$ cat src/rtl/seg_scan_ctrl.sv
// seg_scan_ctrl: time-multiplexed seven-segment scan controller with a
// double-buffered digit register file, frame-aligned commit and inter-digit
// dead time. Optional blinking is compiled in with the macro SEG_BLINK_EN.
module seg_scan_ctrl #(
    parameter int unsigned DIGITS       = 8,
    parameter int unsigned DIV          = 50000,
    parameter int unsigned GUARD        = 16,
    parameter int unsigned BLINK_FRAMES = 32
) (
    input  logic                  clk,
    input  logic                  rst_n,
    input  logic                  wr_valid,
    output logic                  wr_ready,
    input  logic [4*DIGITS-1:0]   wr_data,
    input  logic [DIGITS-1:0]     wr_blank,
`ifdef SEG_BLINK_EN
    input  logic [DIGITS-1:0]     blink_mask,
`endif
    output logic [3:0]            dig_code,
    output logic [DIGITS-1:0]     an,
    output logic [2:0]            scan_idx,
    output logic                  frame_done
);

    localparam int unsigned MAXC   = (DIV > GUARD) ? DIV : GUARD;
    localparam int unsigned CNT_W  = (MAXC > 1) ? $clog2(MAXC) : 1;
    localparam int unsigned DATA_W = 4 * DIGITS;
    localparam logic [CNT_W-1:0] DIV_LAST   = CNT_W'(DIV - 1);
    localparam logic [CNT_W-1:0] GUARD_LAST = CNT_W'(GUARD - 1);
    localparam logic [2:0]       IDX_LAST   = 3'(DIGITS - 1);

    typedef enum logic {
        ST_RUN   = 1'b0,
        ST_GUARD = 1'b1
    } state_t;

    state_t              state, state_nxt;
    logic [CNT_W-1:0]    cnt, cnt_nxt;
    logic [2:0]          idx, idx_nxt;
    logic                boundary;

    logic [DATA_W-1:0]   act_data, act_data_nxt;
    logic [DIGITS-1:0]   act_blank, act_blank_nxt;
    logic [DATA_W-1:0]   pend_data, pend_data_nxt;
    logic [DIGITS-1:0]   pend_blank, pend_blank_nxt;
    logic                pend_vld, pend_vld_nxt;
    logic                accept, commit;

    logic [DIGITS-1:0]   sel;
    logic                blink_off;
    logic                lit;
    logic [DIGITS-1:0]   an_nxt;
    logic [3:0]          dig_code_nxt;
    logic                frame_done_nxt;

`ifdef SEG_BLINK_EN
    localparam int unsigned FC_W = (BLINK_FRAMES > 1) ? $clog2(BLINK_FRAMES) : 1;
    localparam logic [FC_W-1:0] BF_LAST = FC_W'(BLINK_FRAMES - 1);
    logic [FC_W-1:0]     fcnt, fcnt_nxt;
    logic                phase, phase_nxt;
`else
    logic                unused_blink_cfg;
    assign unused_blink_cfg = BLINK_FRAMES[0];
`endif

    // Next-state, buffer handshake/commit and look-ahead output decode
    always_comb begin
        state_nxt      = state;
        cnt_nxt        = cnt + CNT_W'(1);
        idx_nxt        = idx;
        boundary       = 1'b0;
        accept         = 1'b0;
        commit         = 1'b0;
        pend_data_nxt  = pend_data;
        pend_blank_nxt = pend_blank;
        pend_vld_nxt   = pend_vld;
        act_data_nxt   = act_data;
        act_blank_nxt  = act_blank;
        blink_off      = 1'b0;
        lit            = 1'b0;
        an_nxt         = '1;
`ifdef SEG_BLINK_EN
        fcnt_nxt       = fcnt;
        phase_nxt      = phase;
`endif

        case (state)
            ST_RUN: begin
                if (cnt == DIV_LAST) begin
                    cnt_nxt   = '0;
                    state_nxt = ST_GUARD;
                end
            end
            ST_GUARD: begin
                if (cnt == GUARD_LAST) begin
                    cnt_nxt   = '0;
                    state_nxt = ST_RUN;
                    if (idx == IDX_LAST) begin
                        idx_nxt  = '0;
                        boundary = 1'b1;
                    end else begin
                        idx_nxt  = idx + 3'd1;
                    end
                end
            end
            default: begin
                cnt_nxt   = '0;
                state_nxt = ST_RUN;
            end
        endcase

        // accept and commit are exclusive: one needs pend_vld low, the other high
        accept = wr_valid && !pend_vld;
        commit = boundary && pend_vld;
        if (accept) begin
            pend_data_nxt  = wr_data;
            pend_blank_nxt = wr_blank;
            pend_vld_nxt   = 1'b1;
        end else if (commit) begin
            pend_vld_nxt   = 1'b0;
        end
        if (commit) begin
            act_data_nxt  = pend_data;
            act_blank_nxt = pend_blank;
        end

        sel = DIGITS'(1) << idx_nxt;

`ifdef SEG_BLINK_EN
        if (boundary) begin
            if (fcnt == BF_LAST) begin
                fcnt_nxt  = '0;
                phase_nxt = ~phase;
            end else begin
                fcnt_nxt  = fcnt + FC_W'(1);
            end
        end
        blink_off = phase_nxt && ((blink_mask & sel) != '0);
`endif

        lit = (state_nxt == ST_RUN) && ((act_blank_nxt & sel) == '0) && !blink_off;
        if (lit) begin
            an_nxt = ~sel;
        end
        dig_code_nxt   = 4'(act_data_nxt >> {idx_nxt, 2'b00});
        frame_done_nxt = (state_nxt == ST_GUARD) && (cnt_nxt == GUARD_LAST) &&
                         (idx_nxt == IDX_LAST);
    end

    // Scan sequencer state register
    always_ff @(posedge clk or negedge rst_n) begin
        if (!rst_n) begin
            state <= ST_RUN;
            cnt   <= '0;
            idx   <= '0;
        end else begin
            state <= state_nxt;
            cnt   <= cnt_nxt;
            idx   <= idx_nxt;
        end
    end

    // Active and pending digit buffers; reset leaves the display dark
    always_ff @(posedge clk or negedge rst_n) begin
        if (!rst_n) begin
            act_data   <= '0;
            act_blank  <= '1;
            pend_data  <= '0;
            pend_blank <= '1;
            pend_vld   <= 1'b0;
        end else begin
            act_data   <= act_data_nxt;
            act_blank  <= act_blank_nxt;
            pend_data  <= pend_data_nxt;
            pend_blank <= pend_blank_nxt;
            pend_vld   <= pend_vld_nxt;
        end
    end

`ifdef SEG_BLINK_EN
    // Blink frame counter and phase
    always_ff @(posedge clk or negedge rst_n) begin
        if (!rst_n) begin
            fcnt  <= '0;
            phase <= 1'b0;
        end else begin
            fcnt  <= fcnt_nxt;
            phase <= phase_nxt;
        end
    end
`endif

    // Output registers load the decode of the next state so they line up with it
    always_ff @(posedge clk or negedge rst_n) begin
        if (!rst_n) begin
            an         <= '1;
            dig_code   <= 4'd0;
            scan_idx   <= 3'd0;
            frame_done <= 1'b0;
            wr_ready   <= 1'b1;
        end else begin
            an         <= an_nxt;
            dig_code   <= dig_code_nxt;
            scan_idx   <= idx_nxt;
            frame_done <= frame_done_nxt;
            wr_ready   <= !pend_vld_nxt;
        end
    end

endmodule

$ cat config.mk
export PLATFORM = sky130hd
export DESIGN_NAME = seg_scan_ctrl
export DESIGN_NICKNAME = d
export VERILOG_FILES = /design/src/rtl/seg_scan_ctrl.sv
export SDC_FILE = /design/constraint.sdc
export NUM_CORES = 1
export LEC_CHECK = 0
export ABC_AREA = 1
export BUFFER_PORTS_ARGS = -buffer_cell sky130_fd_sc_hd__buf_2
export CORE_AREA = 4 4 98 146
export CTS_CLUSTER_SIZE = 25
export DETAILED_ROUTE_END_ITERATION = 8
export DIE_AREA = 0 0 102 150
export PLACE_DENSITY_LB_ADDON = 0.08
export SETUP_SLACK_MARGIN = 0.05
export SKIP_CTS_REPAIR_TIMING = 1
export SLEW_MARGIN = 25
export SYNTH_ARGS = -nofsm -noshare
export SYNTH_HDL_FRONTEND = slang
export SYNTH_SLANG_ARGS = --single-unit
export TNS_END_PERCENT = 50
$ cat constraint.sdc
create_clock -name clk -period 2.47 [get_ports clk]
set_input_delay 0.247 -clock clk [delete_from_list [all_inputs] [get_ports clk]]
set_output_delay 0.247 -clock clk [all_outputs]
set_load 0.005 [all_outputs]
Word-level counts from Yosys, hierarchy flattened
Cells that the tools add are included.
{ "op_classes": {"reduce_logical": 8, "shift": 2, "bitwise": 4, "n_eq_ne": 5, "muxes": 17, "add_sub_neg": 2} }
{ "ops": {"columns": ["operator", "n"], "rows": [
  ["$eq 16x4->1 const B", 2],
  ["$mux 16", 2],
  ["$mux 32", 1],
  ["$pmux 16 s2", 1],
  ["$shr 32x5->4", 1],
  ["$add 16x1->16 const B", 1],
  ["$eq 16x16->1 const B", 1],
  ["$mux 8", 2],
  ["$mux 3", 3],
  ["$and 8x8->8", 1],
  ["$logic_not 8->1", 1],
  ["$not 8->8", 1],
  ["$shl 1x3->8 const A", 1],
  ["$mux 1", 7],
  ["$eq 3x3->1 const B", 2],
  ["$logic_and 1x1->1", 5],
  ["$add 3x1->3 const B", 1],
  ["$logic_not 1->1", 2],
  ["$not 1->1", 2],
  ["$pmux 1 s2", 1]
]} }
{ "word_totals": {"ff_bits": 115, "word_cells": 50, "output_inout_bits": 17} }

Longest topological paths before layout
Gate-level depths: netlist (run 1).
{ "depth": {"word_depth": 10, "mapped_depth": 13, "ltp_nobuf": 12} }

Worst setup path after synthesis (run 1)
OpenSTA, ideal clock, no wires.
{ "synth_path": {"path_kind": "register to register", "startpoint": "register cnt[0]", "endpoint": "register an[0]", "path_buffers": 1, "slack_ns": 0.501, "required_time_ns": 2.382, "path_stages_with_launch": 12, "synth_period_minus_slack_ns": 1.969, "arrival_ns": 1.881, "path_cell_list": "dfrtp_1 -> ha_1 -> nand3_4 -> nor2_8 -> nand3_4 -> nand2_1 -> o21ai_4 -> buf_6 -> nand3_1 -> nand2_1 -> nor2_2 -> nand3_1"} }
{ "synth_lines": {"columns": ["element", "line", "text"], "rows": [
  ["start: declaration", "38", "logic [CNT_W-1:0] cnt, cnt_nxt;"],
  ["start signal: assignment", "158", "cnt <= cnt_nxt;"],
  ["$eq 16x4->1 *", "95", "if (cnt == GUARD_LAST) begin"],
  ["$mux 3 *", "95", null],
  ["$mux 3 *", "87", "case (state)"],
  ["via idx_nxt[2]", "39", "logic [2:0] idx, idx_nxt;"],
  ["$shl 1x3->8 *", "127", "sel = DIGITS'(1) << idx_nxt;"],
  ["$and 8x8->8", "141", "lit = (state_nxt == ST_RUN) && ((act_blank_nxt & sel) == '0) && !blink_off;"],
  ["$logic_not 8->1", "141", null],
  ["$logic_and 1x1->1", "141", null],
  ["$mux 8 *", "142", "if (lit) begin"],
  ["via an_nxt[0]", "52", "logic [DIGITS-1:0] an_nxt;"],
  ["end signal: assignment", "202", "an <= an_nxt;"],
  ["end: declaration", "20", "output logic [DIGITS-1:0] an,"]
]} }
Mark *: on every way through the listed nets, which the timed path passes. The rest lies on a longest branch.
A chain may end at the register's enable or synchronous reset.

Worst setup path after layout (run 1)
{ "layout_path": {"startpoint": "register cnt[0]", "endpoint": "register an[5]"} }
{ "layout_via": {"elab_chain_cells": 9} }
{ "layout_lines": {"columns": ["element", "line", "text"], "rows": [
  ["$eq 16x4->1", "95", null],
  ["$mux 1", "95", null],
  ["$mux 1", "87", null],
  ["$logic_and 1x1->1", "114", "commit = boundary && pend_vld;"],
  ["$mux 8", "122", "if (commit) begin"],
  ["$and 8x8->8", "141", null],
  ["$logic_not 8->1", "141", null],
  ["$logic_and 1x1->1", "141", null],
  ["$mux 8 *", "142", null],
  ["via an_nxt[5]", "52", null]
]} }
Marks and branches as above.

==> results of run 1 <==
report_power, final:
part | total, uW | internal [uW] | switching, uW | leakage [uW]
combinational | 144 | 81.7 | 62.5 | 0.00158
clock | 2450 | 1580 | 879 | 0.000275
sequential | 2010 | 1970 | 38.1 | 0.00145
total | 4610 | 3630 | 980 | 0.00330
final cells by class:
class	instances	area, um2
clock buffers	18	429
multi-input cells	379	1990
inverters	39	146
fillers	1307	6700
repair buffers	77	485
clock inverters	14	164
well taps	159	199
flip-flops and latches	115	2910
cell families after synthesis:
kind of cell / count (synthesis) / share of synthesized area
compound gates: 7 / 0.00972
xor+xnor: 6 / 0.0102
buf+inv: 55 / 0.0505
fa+ha+maj: 3 / 0.00729
simple gates: 323 / 0.270
mux: 40 / 0.0875
flops: 115 / 0.565
synth_stat cells:
cell type    n
xor2_1       4
nand2_1    223
buf_6        5
inv_2        1
nand2_2      3
ha_1         3
nand4_2      1
nor3_1       6
nor2_1      38
nand3_1     25
nor2_4       3
nand3_2      1
nand4_1     18
mux2_2      40
inv_1       38
dfstp_2     25
xnor2_1      2
clkbuf_1     4
o21ai_0      4
nor2_8       1
buf_4        3
nor2_2       2
o21ai_4      1
o21a_1       1
dfrtp_1     90
nand3_4      2
a31oi_1      1
buf_2        4
metal layers:
layer	part of all wire	vias up	GRT usage
li1	-	1906	-
met1	0.42	1842	0.200
met2	0.53	62	0.300
met3	0.032	16	0.0378
met4	0.014	0	0.0584
met5	0	-	0
worst paths after layout:
kind,endpoint,slack (ps),cells past startpoint
worst max-delay path,an[5],250,12
worst min-delay path,pend_data[9],60,2
worst max register to register,an[5],250,12
worst min register to register,act_data[12],480,2
max in group asynchronous,act_blank[6],1440,3
min in group asynchronous,pend_data[10],310,2
flip-flops by register name, summed over array words and instances, names as in the netlist, 3 cells and up:
name	count
an	8
dig_code	4
pend_data	32
act_blank	8
cnt	16
pend_blank	8
act_data	32
scan_idx	3
placed cells by master, fill, tap and decap left out, types with 5 or more instances in the layout:
| cell | netlist | layout |
|---|---|---|
| nand2_1 | 223 | 222 |
| dfrtp_1 | 90 | 90 |
| buf_2 | 4 | 58 |
| mux2_2 | 40 | 40 |
| inv_1 | 38 | 38 |
| nor2_1 | 38 | 38 |
| nand3_1 | 25 | 25 |
| dfstp_2 | 25 | 25 |
| nand4_1 | 18 | 18 |
| clkbuf_16 | 0 | 17 |
| buf_4 | 3 | 14 |
| nor3_1 | 6 | 6 |
| clkinvlp_4 | 0 | 5 |
worst reg2reg max path: stages (launching register included):
cell and delay, ps:
dfrtp_1 420, ha_1 280, nand3_4 150, nor2_8 190, nand3_4 150, nand2_1 150
o21ai_4 100, inv_2 160, nor2_1 90, nand2_1 60, nand2_1 80, nor2_4 190
nand3_1 110
stage by stage:
step	std cells	setup slack, ps
final	801	252
after global routing	801	49.1
after CTS	798	89.6
after detailed placement	766	92.6
after global placement	766	166
after floorplan	549	501
==> results.cfg, run 1 <==
[run_status]
status = complete, no violations

[critical_path]
critPathTopFamily = simple AND/OR/NAND/NOR gates
worstPathMaxFanout = 9
end_kind = flip-flop
cpPeakStageDelay_ps = 420
cpMaxStageDelayCell = dfrtp_1
crit_top_cell = nand2_1
r2r_start = cnt[0]
startpoint_type = flip-flop
setup.worst_path.start = cnt[0]
path_class = reg -> reg
critPathRequiredTime_ps = 2790
crit_buf_inv = 1
arrival_ps = 2540
worstPathCellList = ha_1 > nand3_4 > nor2_8 > nand3_4 > nand2_1 > o21ai_4 > inv_2 > nor2_1 > nand2_1 > nand2_1 > nor2_4 > nand3_1

[routing]
drtIter0Drc = 113
drt-total-wl_um = 11900
vias = 3826
wl_per_cell_um = 14.9
final_antenna_net_count = 0
drt_pass1_iterations = 4
drc = 0
avgViaCountPerCell = 4.78

[run]
drv_cap = 0

[global_routing]
grt_pass1_vias = 4053
grt_antenna_before_repair = 0
grt_max_degree = 63
grt_util_all_layers = 0.170
gr-total-overflow = 0
grt_pass1_wl_um = 19900

[layout]
antennaDiodeCount = 0
final_area_mm2 = 0.00632
drive_gt1_frac = 0.291
layout.nets = 675
fin_util = 0.486
syn2layout_area_growth_pct = 22.7

[sta]
period_needed_ps = 2220
worstMarginPinSlew_ps = 435
rsz0062_at_grt = no
whs_ps = 64.1
fmax_ghz = 0.451
fin_crit_sh = 0.898
max-slew-margin-rel = 0.710
setup_viol = 0
timing.final.max_slew_violations = 0
finalHoldViolCount = 0
tns_ps = 0
finClkSkew_ps = 11.1

[logic_synthesis]
synth_area_mm2 = 0.00515
synth_cells = 549
ys_seq_area_frac = 0.565
synth_area_leaders = dfrtp_1 44%, nand2_1 16%, dfstp_2 13%
ys_warn_count = 0
avgSynthCellArea_um2 = 9.38
ys_ff_latch = 115
synth_top_area_cell = dfrtp_1
synth.top_cell.area_share = 0.437
yosysUniqueCellTypes = 28
syn-num-nets = 595

[clock_tree]
cts_buffers = 17
clk_pin_slew_ps = 60
clkLatencyLatePin_ps = 410
cts_root_buffer = clkbuf_16
cts_buffer_depth = 2
cts_sinks = 115
cts_tree = built
htreeDepth = 4

[power_and_ir_drop]
p_leak_uw = 0.00330
power_uw = 4610
p_per_area_mw_per_mm2 = 730
ir_drop_uv = 552

[floorplanning]
dieArea_mm2 = 0.0153
io_pins = 60
die_w_um = 102
placementRows = 51
chipHeight_um = 150
fp.coreArea_mm2 = 0.0130
initial_core_util = 0.396

[placed_design]
gp_congestion = 0.886
hpwlAfterDp_um = 8760
io_buffer_count = 59
placed_cell_area_mm2 = 0.00570

[worst_hold_path]
worstHoldPathType = in -> reg
worstHoldStart = wr_data[9]
(Power assumes the default switching activity.)
==> run 2: changes to the inputs <==
ABC_AREA = default   (was 1)
CORE_AREA = 4 4 98 147   (was 4 4 98 146)
DIE_AREA = 0 0 102 151   (was 0 0 102 150)
GPL_TIMING_DRIVEN = 0   (was default)
==> results.cfg, run 2 <==
[layout]
antennaDiodeCount = 0
fin_util = 0.495
layout_commonest_cell = dfrtp_1
largestRegisters = act_data x32, pend_data x32, cnt x16
drive_gt1_frac = 0.481
syn2layout_area_growth_pct = 27.1
layout.nets = 538
mostFrequentLayoutCells = 88 x dfrtp_1, 60 x buf_2, 59 x mux2_2, 28 x nand3_1, 25 x dfstp_2
nFillCells = 1216

[floorplanning]
die_w_um = 102
fp.coreArea_mm2 = 0.0133
placementRows = 52
dieArea_mm2 = 0.0154
io_pins = 60
initial_core_util = 0.389
chipHeight_um = 151

[clock_tree]
cts_tree = built
cts_buffers = 17
cts_root_buffer = clkbuf_16
clkLatencyLatePin_ps = 400
clk_pin_slew_ps = 50
cts_sinks = 115
cts_buffer_depth = 2
htreeDepth = 4

[critical_path]
r2r_start = cnt[15]
crit_buf_inv = 1
worstPathMaxFanout = 5
worst_r2r_endpoint = an[5]
cpMaxStageDelayCell = or4b_4
r2r_cells = 8
worstPathCellList = or4b_4 > or3_4 > nor3_4 > buf_4 > mux2_4 > a221o_1 > a211oi_2 > nand2_1
startpoint_type = flip-flop
path_class = reg -> reg
critPathRequiredTime_ps = 2770
critPathTopFamily = simple AND/OR/NAND/NOR gates
r2r_setup_slack_ps = -380
end_kind = flip-flop
cpPeakStageDelay_ps = 550
arrival_ps = 3150

[logic_synthesis]
synth.top_cell.area_share = 0.436
ys_warn_count = 0
synth_common_cells = 90 x dfrtp_1, 78 x mux2_2, 28 x nand3_1, 25 x dfstp_2, 16 x nand2_1
ys_ff_latch = 115
synth_top_area_cell = dfrtp_1
avgSynthCellArea_um2 = 12.9
ys_seq_area_frac = 0.563
async_reset_ff_frac = 1.00
synth_area_leaders = dfrtp_1 44%, mux2_2 17%, dfstp_2 13%
synth_area_mm2 = 0.00516
synth_cells = 400
yosysMostFrequentCell = dfrtp_1
yosysUniqueCellTypes = 53
syn-num-nets = 446
synth_ff_type = dfrtp_1
synth-edff-count = 0

[worst_hold_path]
hold_depth = 2
hold_end = wr_ready
worstHoldPathType = in -> reg
worstHoldStart = wr_valid

[global_routing]
grt_max_degree = 74
gr-total-overflow = 0
grt_util_all_layers = 0.164
grt_pass1_vias = 3608
grt_pass1_wl_um = 19000
grt_antenna_before_repair = 0

[routing]
drtIter0Drc = 127
drt_pass1_iterations = 4
wl_per_cell_um = 18.2
avgViaCountPerCell = 5.26
drt-total-wl_um = 12200
drc = 0
final_antenna_net_count = 0
vias = 3508

[placed_design]
gp_congestion = 0.886
place_worst_setup_slack_ps = -748
io_buffer_count = 59
hpwlAfterDp_um = 8680

[power_and_ir_drop]
p_leak_uw = 0.00295
ir_drop_uv = 377
switchingPower_uw = 906
sw_frac_of_total = 0.204
p_seq_frac = 0.458
p_int_uw = 3540
p_per_area_mw_per_mm2 = 678
clkPwrFrac = 0.504
power_frac_comb = 0.038

[sta]
period_needed_ps = 2850
setup_ws_ps = -380
finClkSkew_ps = 11.1
rsz0062_at_grt = yes
timing.final.max_slew_violations = 0
finalHoldViolCount = 0
max-slew-margin-rel = 0.482
fin_crit_sh = 1.15
worstMarginPinSlew_ps = 778
setup_viol = 23
fmax_ghz = 0.351

[run_status]
violations = negative setup slack
status = finished, violations left

[run]
drv_cap = 0
[run 2: power by group through the flow]
stage | sequential (uW) | combinational (uW) | clock, uW
floorplan | 2050 | 86.4 | 0
global placement | 2070 | 161 | 0
detailed placement | 2070 | 172 | 0
CTS | 2040 | 173 | 2310
global route | 2050 | 192 | 2410
finish | 2040 | 168 | 2240
[run 2: kinds of logic (layout without fill, tap and decap cells)]
logic type | Yosys count | in the layout | share of synthesized area
muxes | 83 | 83 | 0.182
buffers and inverters | 26 | 131 | 0.0283
AOI/OAI and AO/OA | 61 | 61 | 0.0911
adders and majority gates | 3 | 3 | 0.00727
and+or+nand+nor | 97 | 97 | 0.102
xor gates and xnor gates | 15 | 15 | 0.0254
DFF | 115 | 115 | 0.563
[run 2: final cells by class]
| class | instances | area, um2 | share of cell area |
|---|---|---|---|
| Inverter | 8 | 30.0 | 0.00457 |
| Buffer | 18 | 153 | 0.0233 |
| Multi-Input combinational cell | 259 | 2290 | 0.349 |
| Tap cell | 162 | 203 | 0.0309 |
| Clock buffer | 27 | 493 | 0.0751 |
| Timing Repair Buffer | 73 | 429 | 0.0654 |
| Sequential cell | 115 | 2910 | 0.444 |
| Clock inverter | 5 | 53.8 | 0.00820 |
[run 2: stage by stage]
step	setup TNS, ps	area [um2]	hold slack, ps	power, uW	std cells
after floorplan	-1700	5190	-48.6	2130	400
after global placement	-30240	5690	443	2230	621
after detailed placement	-10230	5730	197	2240	622
after CTS	-10790	6280	-231	4520	654
after global routing	-7560	6560	56.6	4650	667
final	-4500	6560	58.1	4450	667
[run 2: per-layer routing]
layer / wire, um / vias up / GRT usage / part of all wire
li1: - / 1672 / - / -
met1: 5040 / 1751 / 0.190 / 0.41
met2: 6410 / 69 / 0.280 / 0.53
met3: 467 / 16 / 0.0456 / 0.038
met4: 237 / 0 / 0.0735 / 0.019
met5: 0 / - / 0 / 0
[run 2: worst max-delay path by stage]
stage / start / cells past startpoint / end
2_1_floorplan: cnt[15] / 8 / an[5]
3_3_place_gp: cnt[6] / 7 / dig_code[2]
3_5_place_dp: cnt[6] / 7 / dig_code[2]
4_1_cts: cnt[6] / 7 / dig_code[2]
5_1_grt: cnt[15] / 8 / an[6]
6_report: cnt[15] / 8 / an[5]
